==> src/rtl/garage_door_ctrl_v2_if.sv <==
// Signal bundle between the door controller and its button, limit/obstruction sensors and motor driver.
interface garage_door_ctrl_v2_if;
    logic       Activate;
    logic       Up_Max;
    logic       Dn_Max;
    logic       Obstruct;
    logic       UP_M;
    logic       DN_M;
    logic       Fault;
    logic [2:0] State;

    modport master (output Activate, Up_Max, Dn_Max, Obstruct,
                    input  UP_M, DN_M, Fault, State);
    modport slave  (input  Activate, Up_Max, Dn_Max, Obstruct,
                    output UP_M, DN_M, Fault, State);
endinterface

==> src/rtl/garage_door_ctrl_v2.sv <==
// Garage door motor controller: debounced button, stop/reverse, obstruction reverse, travel timeout, limit resync.
// Optional auto-close from OPEN is enabled by defining AUTO_CLOSE_EN.
module garage_door_ctrl_v2 #(
    parameter int DB_CYCLES   = 4,
    parameter int TRAVEL_MAX  = 1000,
    parameter int CLOSE_DELAY = 500,
    parameter int CNT_W       = 16
) (
    input  logic                 CLK,
    input  logic                 RST,
    garage_door_ctrl_v2_if.slave io
);
    typedef enum logic [2:0] {
        CLOSED = 3'b000,
        MV_UP  = 3'b001,
        OPEN   = 3'b010,
        MV_DN  = 3'b011,
        STOP   = 3'b100,
        FAULT  = 3'b101
    } state_t;

    localparam int DB_W    = (DB_CYCLES > 1) ? $clog2(DB_CYCLES) : 1;
    localparam int CNT_LIM = (TRAVEL_MAX > CLOSE_DELAY) ? TRAVEL_MAX : CLOSE_DELAY;
    localparam logic [CNT_W-1:0] CNT_SAT     = CNT_W'(CNT_LIM - 1);
    localparam logic [CNT_W-1:0] TRAVEL_LAST = CNT_W'(TRAVEL_MAX - 1);
`ifdef AUTO_CLOSE_EN
    localparam logic [CNT_W-1:0] CLOSE_LAST  = CNT_W'(CLOSE_DELAY - 1);
`endif

    state_t            st, nxt;
    logic              db, db_d, press;
    logic [DB_W-1:0]   db_cnt;
    logic [CNT_W-1:0]  cnt;
    logic              dir_up;
    logic              up_m, dn_m, fault;
    logic              moving;

    assign moving = (st == MV_UP) || (st == MV_DN);

    // Debounced level flips only after DB_CYCLES consecutive disagreeing samples.
    always_ff @(posedge CLK or negedge RST) begin
        if (!RST) begin
            db     <= 1'b0;
            db_d   <= 1'b0;
            press  <= 1'b0;
            db_cnt <= '0;
        end else begin
            db_d  <= db;
            press <= db & ~db_d;
            if (io.Activate == db) begin
                db_cnt <= '0;
            end else if (db_cnt == DB_W'(DB_CYCLES - 1)) begin
                db     <= io.Activate;
                db_cnt <= '0;
            end else begin
                db_cnt <= db_cnt + DB_W'(1);
            end
        end
    end

    always_ff @(posedge CLK or negedge RST) begin
        if (!RST) st <= CLOSED;
        else      st <= nxt;
    end

    always_comb begin
        nxt = st;
        case (st)
            CLOSED: begin
                if (io.Up_Max && !io.Dn_Max) nxt = OPEN;
                else if (press)              nxt = MV_UP;
            end
            MV_UP: begin
                if (io.Up_Max)               nxt = OPEN;
                else if (cnt == TRAVEL_LAST) nxt = FAULT;
                else if (press)              nxt = STOP;
            end
            OPEN: begin
                if (io.Dn_Max && !io.Up_Max)     nxt = CLOSED;
                else if (press && !io.Obstruct)  nxt = MV_DN;
`ifdef AUTO_CLOSE_EN
                else if (!io.Obstruct && cnt == CLOSE_LAST) nxt = MV_DN;
`endif
            end
            MV_DN: begin
                if (io.Dn_Max)               nxt = CLOSED;
                else if (io.Obstruct)        nxt = MV_UP;
                else if (cnt == TRAVEL_LAST) nxt = FAULT;
                else if (press)              nxt = STOP;
            end
            STOP: begin
                if (press && !dir_up)                   nxt = MV_UP;
                else if (press && dir_up && !io.Obstruct) nxt = MV_DN;
            end
            FAULT:   nxt = FAULT;
            default: nxt = FAULT;
        endcase
        if (io.Up_Max && io.Dn_Max) nxt = FAULT;
    end

    // Any state change restarts the shared counter, so each travel segment gets a fresh budget.
    always_ff @(posedge CLK or negedge RST) begin
        if (!RST) begin
            cnt <= '0;
        end else if (nxt != st) begin
            cnt <= '0;
        end else if (moving) begin
            cnt <= (cnt == CNT_SAT) ? cnt : cnt + CNT_W'(1);
`ifdef AUTO_CLOSE_EN
        end else if (st == OPEN) begin
            cnt <= io.Obstruct ? '0 : ((cnt == CNT_SAT) ? cnt : cnt + CNT_W'(1));
`endif
        end else begin
            cnt <= '0;
        end
    end

    always_ff @(posedge CLK or negedge RST) begin
        if (!RST)                              dir_up <= 1'b0;
        else if (nxt == MV_UP && st != MV_UP)  dir_up <= 1'b1;
        else if (nxt == MV_DN && st != MV_DN)  dir_up <= 1'b0;
    end

    // Outputs registered from the next state so they line up with the state register.
    always_ff @(posedge CLK or negedge RST) begin
        if (!RST) begin
            up_m  <= 1'b0;
            dn_m  <= 1'b0;
            fault <= 1'b0;
        end else begin
            up_m  <= (nxt == MV_UP);
            dn_m  <= (nxt == MV_DN);
            fault <= (nxt == FAULT);
        end
    end

    assign io.UP_M  = up_m;
    assign io.DN_M  = dn_m;
    assign io.Fault = fault;
    assign io.State = st;
endmodule

==> src/flat_wrapper.sv <==
// flat-port wrapper written by rule: the top's interface ports become plain ports
module garage_door_ctrl_v2_flat 
#(
    parameter int DB_CYCLES   = 4,
    parameter int TRAVEL_MAX  = 1000,
    parameter int CLOSE_DELAY = 500,
    parameter int CNT_W       = 16
)
  (CLK, RST, io_Activate, io_Up_Max, io_Dn_Max, io_Obstruct, io_UP_M, io_DN_M, io_Fault, io_State);
  garage_door_ctrl_v2_if io_i ();
  input  logic CLK;
  input  logic RST;
  input wire logic [$bits(io_i.Activate)-1:0] io_Activate;
  input wire logic [$bits(io_i.Up_Max)-1:0] io_Up_Max;
  input wire logic [$bits(io_i.Dn_Max)-1:0] io_Dn_Max;
  input wire logic [$bits(io_i.Obstruct)-1:0] io_Obstruct;
  output wire logic [$bits(io_i.UP_M)-1:0] io_UP_M;
  output wire logic [$bits(io_i.DN_M)-1:0] io_DN_M;
  output wire logic [$bits(io_i.Fault)-1:0] io_Fault;
  output wire logic [$bits(io_i.State)-1:0] io_State;
  assign io_i.Activate = io_Activate;
  assign io_i.Up_Max = io_Up_Max;
  assign io_i.Dn_Max = io_Dn_Max;
  assign io_i.Obstruct = io_Obstruct;
  assign io_UP_M = io_i.UP_M;
  assign io_DN_M = io_i.DN_M;
  assign io_Fault = io_i.Fault;
  assign io_State = io_i.State;
  garage_door_ctrl_v2 #(.DB_CYCLES(DB_CYCLES), .TRAVEL_MAX(TRAVEL_MAX), .CLOSE_DELAY(CLOSE_DELAY), .CNT_W(CNT_W)) u_core (.CLK(CLK), .RST(RST), .io(io_i));
endmodule
==> config.mk <==
export PLATFORM = sky130hd
export DESIGN_NAME = garage_door_ctrl_v2_flat
export DESIGN_NICKNAME = d
export VERILOG_FILES = /design/src/rtl/garage_door_ctrl_v2_if.sv /design/src/rtl/garage_door_ctrl_v2.sv /design/src/flat_wrapper.sv
export SDC_FILE = /design/constraint.sdc
export NUM_CORES = 1
export LEC_CHECK = 0
export ABC_AREA = 1
export ABC_CLOCK_PERIOD_IN_PS = 4500
export CAP_MARGIN = 15
export CORE_AREA = 2 2 71 46
export CTS_CLUSTER_SIZE = 14
export DETAILED_ROUTE_END_ITERATION = 10
export DIE_AREA = 0 0 73 48
export DONT_BUFFER_PORTS = 1
export PLACE_DENSITY = 0.75
export SLEW_MARGIN = 5
export SYNTH_ARGS = -nofsm -noshare
export SYNTH_HDL_FRONTEND = slang
export SYNTH_SLANG_ARGS = --single-unit
==> constraint.sdc <==
create_clock -name CLK -period 4.5 [get_ports CLK]
set_input_delay 0.9 -clock CLK [delete_from_list [all_inputs] [get_ports CLK]]
set_output_delay 0.9 -clock CLK [all_outputs]
set_load 0.02 [all_outputs]
==> flow_summary.toml <==
[outcome]
status = "completed"

[floorplanning]
die_x_um = 73
dieArea_um2 = 3500
io_pins = 12
start_util = 0.591
rows = 15
core_um2 = 2800
die_h_um = 48

[route]
drtPass1Iterations = 4
drtIter0Drc = 171
wl_um = 3440
drt-vias-per-instance = 5.65
post-route-drc-count = 0
drtAntennaViolNets = 0
wire_per_inst_um = 13.8
vias = 1412

[final_layout]
fin_cells = 250
fin_nets = 225
multiInputGateArea_um2 = 838
n_antenna_cell = 0
regArea_um2 = 701
drive_gt1_frac = 0.134
syn_to_final_growth_pct = 5.45
final_util = 0.623
n_fill_cell = 226

[power]
peakVddDrop_mv = 0.329
powerDensity_nw_per_um2 = 560
p_leak_nw = 0.813

[clock_network]
cts_inserted_buffers = 3
hold_buffers = 0
clock_path_buffers = 2
clock_sinks = 28
post_cts_buffers = 0
cts_root_buf = "clkbuf_8"
clkTransAtPathRegs_ns = 0.09
post_cts_resized = 0
clkLatencyLatePin_ns = 0.27
tritoncts = "done"
h-tree-depth = 1

[worst_setup_path]
critPathTopFamily = "simple AND/OR/NAND/NOR gates"
r2r_slack_ns = 2.00
crit_path_max_fanout = 16
required_ns = 4.64
reg2reg_from = "u_core.io.State[0]"
path_depth = 11
cp_slowest_cell = "dfrtp_1"
cp_num_buf_inv = 1
max_stage_delay_ns = 0.58
cp-startpoint = "u_core.io.State[0]"
endpoint_kind = "register"
arrival_ns = 2.65
rr_worst_depth = 11
crit_chain = "inv_2 -> nor2_4 -> nand2_1 -> o21ai_1 -> nand2_2 -> nand2_2 -> nand2_1 -> nand2_1 -> a21oi_2 -> nand2_2 -> nor2_1"
crit_path_start_kind = "register"
critPathKind = "reg2reg"

[sta]
final_max_slew_viol_count = 0
relSlewSlack = 0.559
fin_tns_setup_ns = 0
grt_setup_unrepaired = "false"
finClkSkew_ns = 0.00223
finalHoldViolCount = 0
fin_crit_ns = 2.50
worst_slew_pin_slew_ns = 0.660
min_period_over_period = 0.557
finalSetupViolations = 0
setup_slack_ns = 2.00
max_freq_mhz = 399

[place]
place_congestion = 0.937
hpwl_um = 2620
port_buffers = 0
place_ws_ns = 2.02
dp.cells = 246

[synth]
synth_cell_types = 28
yosysTopAreaCellShare = 0.424
ys_seq_elements = 28
synth_top_area_cell = "dfrtp_1"
ys_top_cells_by_area = "dfrtp_1, nand2_1, nor2_4, nor2_1, nand3_1"
synth_cells = 214
yosysSeqAreaShare = 0.424
ys.warnings.count = 0
syn_avg_cell_area_um2 = 7.72
syn-cell-area_um2 = 1650
synth_nets = 222

[global_route]
grt_start_max_net_pins = 29
grt_pass1_wl_um = 5640
gr-total-overflow = 0
grt_use_total = 0.217
first_global_vias = 1217
antenna_found_initial = 0

[job]
drv_cap = 0

[worst_hold_path]
min_path_type = "in2async"
cell families after synthesis:
kind of cell,Yosys count,share of synthesized area
AND/OR/NAND/NOR,138,0.410
flip-flops,28,0.424
adder cells (fa/ha/maj),2,0.0151
buffers and inverters,26,0.0689
XOR/XNOR,2,0.0106
AO/OA/AOI/OAI,18,0.0719
registers in the layout, indices dropped and copies added (netlist names):
register         flops
u_core.cnt          16
u_core.io.State      3
u_core.db_cnt        2
u_core.db            1
u_core.db_d          1
u_core.dir_up        1
u_core.io.DN_M       1
u_core.io.Fault      1
u_core.io.UP_M       1
u_core.press         1
cell type report:
type                       count  share of cell area
clock inverter                 1              0.0172
sequential                    28               0.402
clock buffer                   3              0.0237
multi-input combinational    160               0.481
tap                           34              0.0244
inverter                      24              0.0517
metal layers:
metal,routed length (µm),track usage
met3,373,0.0611
met2,1450,0.310
met4,19,0.0407
met1,1610,0.328
met5,0,0
layout by cell type (no fill, tap or decap), drive strengths merged, types with 4 or more instances in the layout:
cell,Yosys,layout
nand3,23,23
nor2,45,45
inv,24,24
a21oi,4,4
o21ai,5,5
nor3,4,4
dfrtp,28,28
nand4,5,5
nand2,57,57
synthesized netlist by cell type:
cell type	n
nand2_2	4
nand3_1	22
o21ai_1	1
nor3_1	4
nand2_1	53
nor2_4	11
nand4_1	5
a21oi_2	1
buf_12	1
o21bai_1	3
inv_1	21
o211ai_1	2
nor4_1	1
nor2_1	32
dfrtp_1	28
a21oi_1	3
o31a_1	1
nor2_2	2
ha_1	2
or2_2	3
o21a_1	1
inv_2	3
nand3_2	1
a21o_1	1
o221ai_1	1
xnor2_1	2
clkbuf_1	1
o21ai_0	4
report_power, final:
part / internal (mW) / switching [mW] / leakage, nW
logic: 0.104 / 0.294 / 0.407
registers: 0.303 / 0.0780 / 0.371
clock network: 0.119 / 0.0781 / 0.0357
total: 0.526 / 0.450 / 0.813
path summary, 6_finish.rpt:
kind | endpoint
hold / removal | u_core.cnt[2]
hold reg to reg | u_core.press
max in group asynchronous | u_core.cnt[14]
min in group CLK | u_core.press
setup / recovery | u_core.cnt[9]
setup reg to reg | u_core.cnt[9]
worst reg2reg max path, delay by kind of cell, from the launching register on:
| kind | cells | cell delay [ns] |
|---|---|---|
| AOI/OAI and AO/OA | 2 | 0.23 |
| and+or+nand+nor | 8 | 1.43 |
| DFF | 1 | 0.58 |
| buffers and inverters | 1 | 0.14 |
through the flow:
step / hold slack [ns] / power (mW) / area (µm²)
after CTS: 0.303 / 0.974 / 1740
after global placement: 0.382 / 0.762 / 1670
after detailed placement: 0.381 / 0.777 / 1670
after floorplan: 0.377 / 0.735 / 1650
after global routing: 0.285 / 1.04 / 1740
final: 0.306 / 0.976 / 1740
Note: power is estimated with default switching activity, not from simulation.
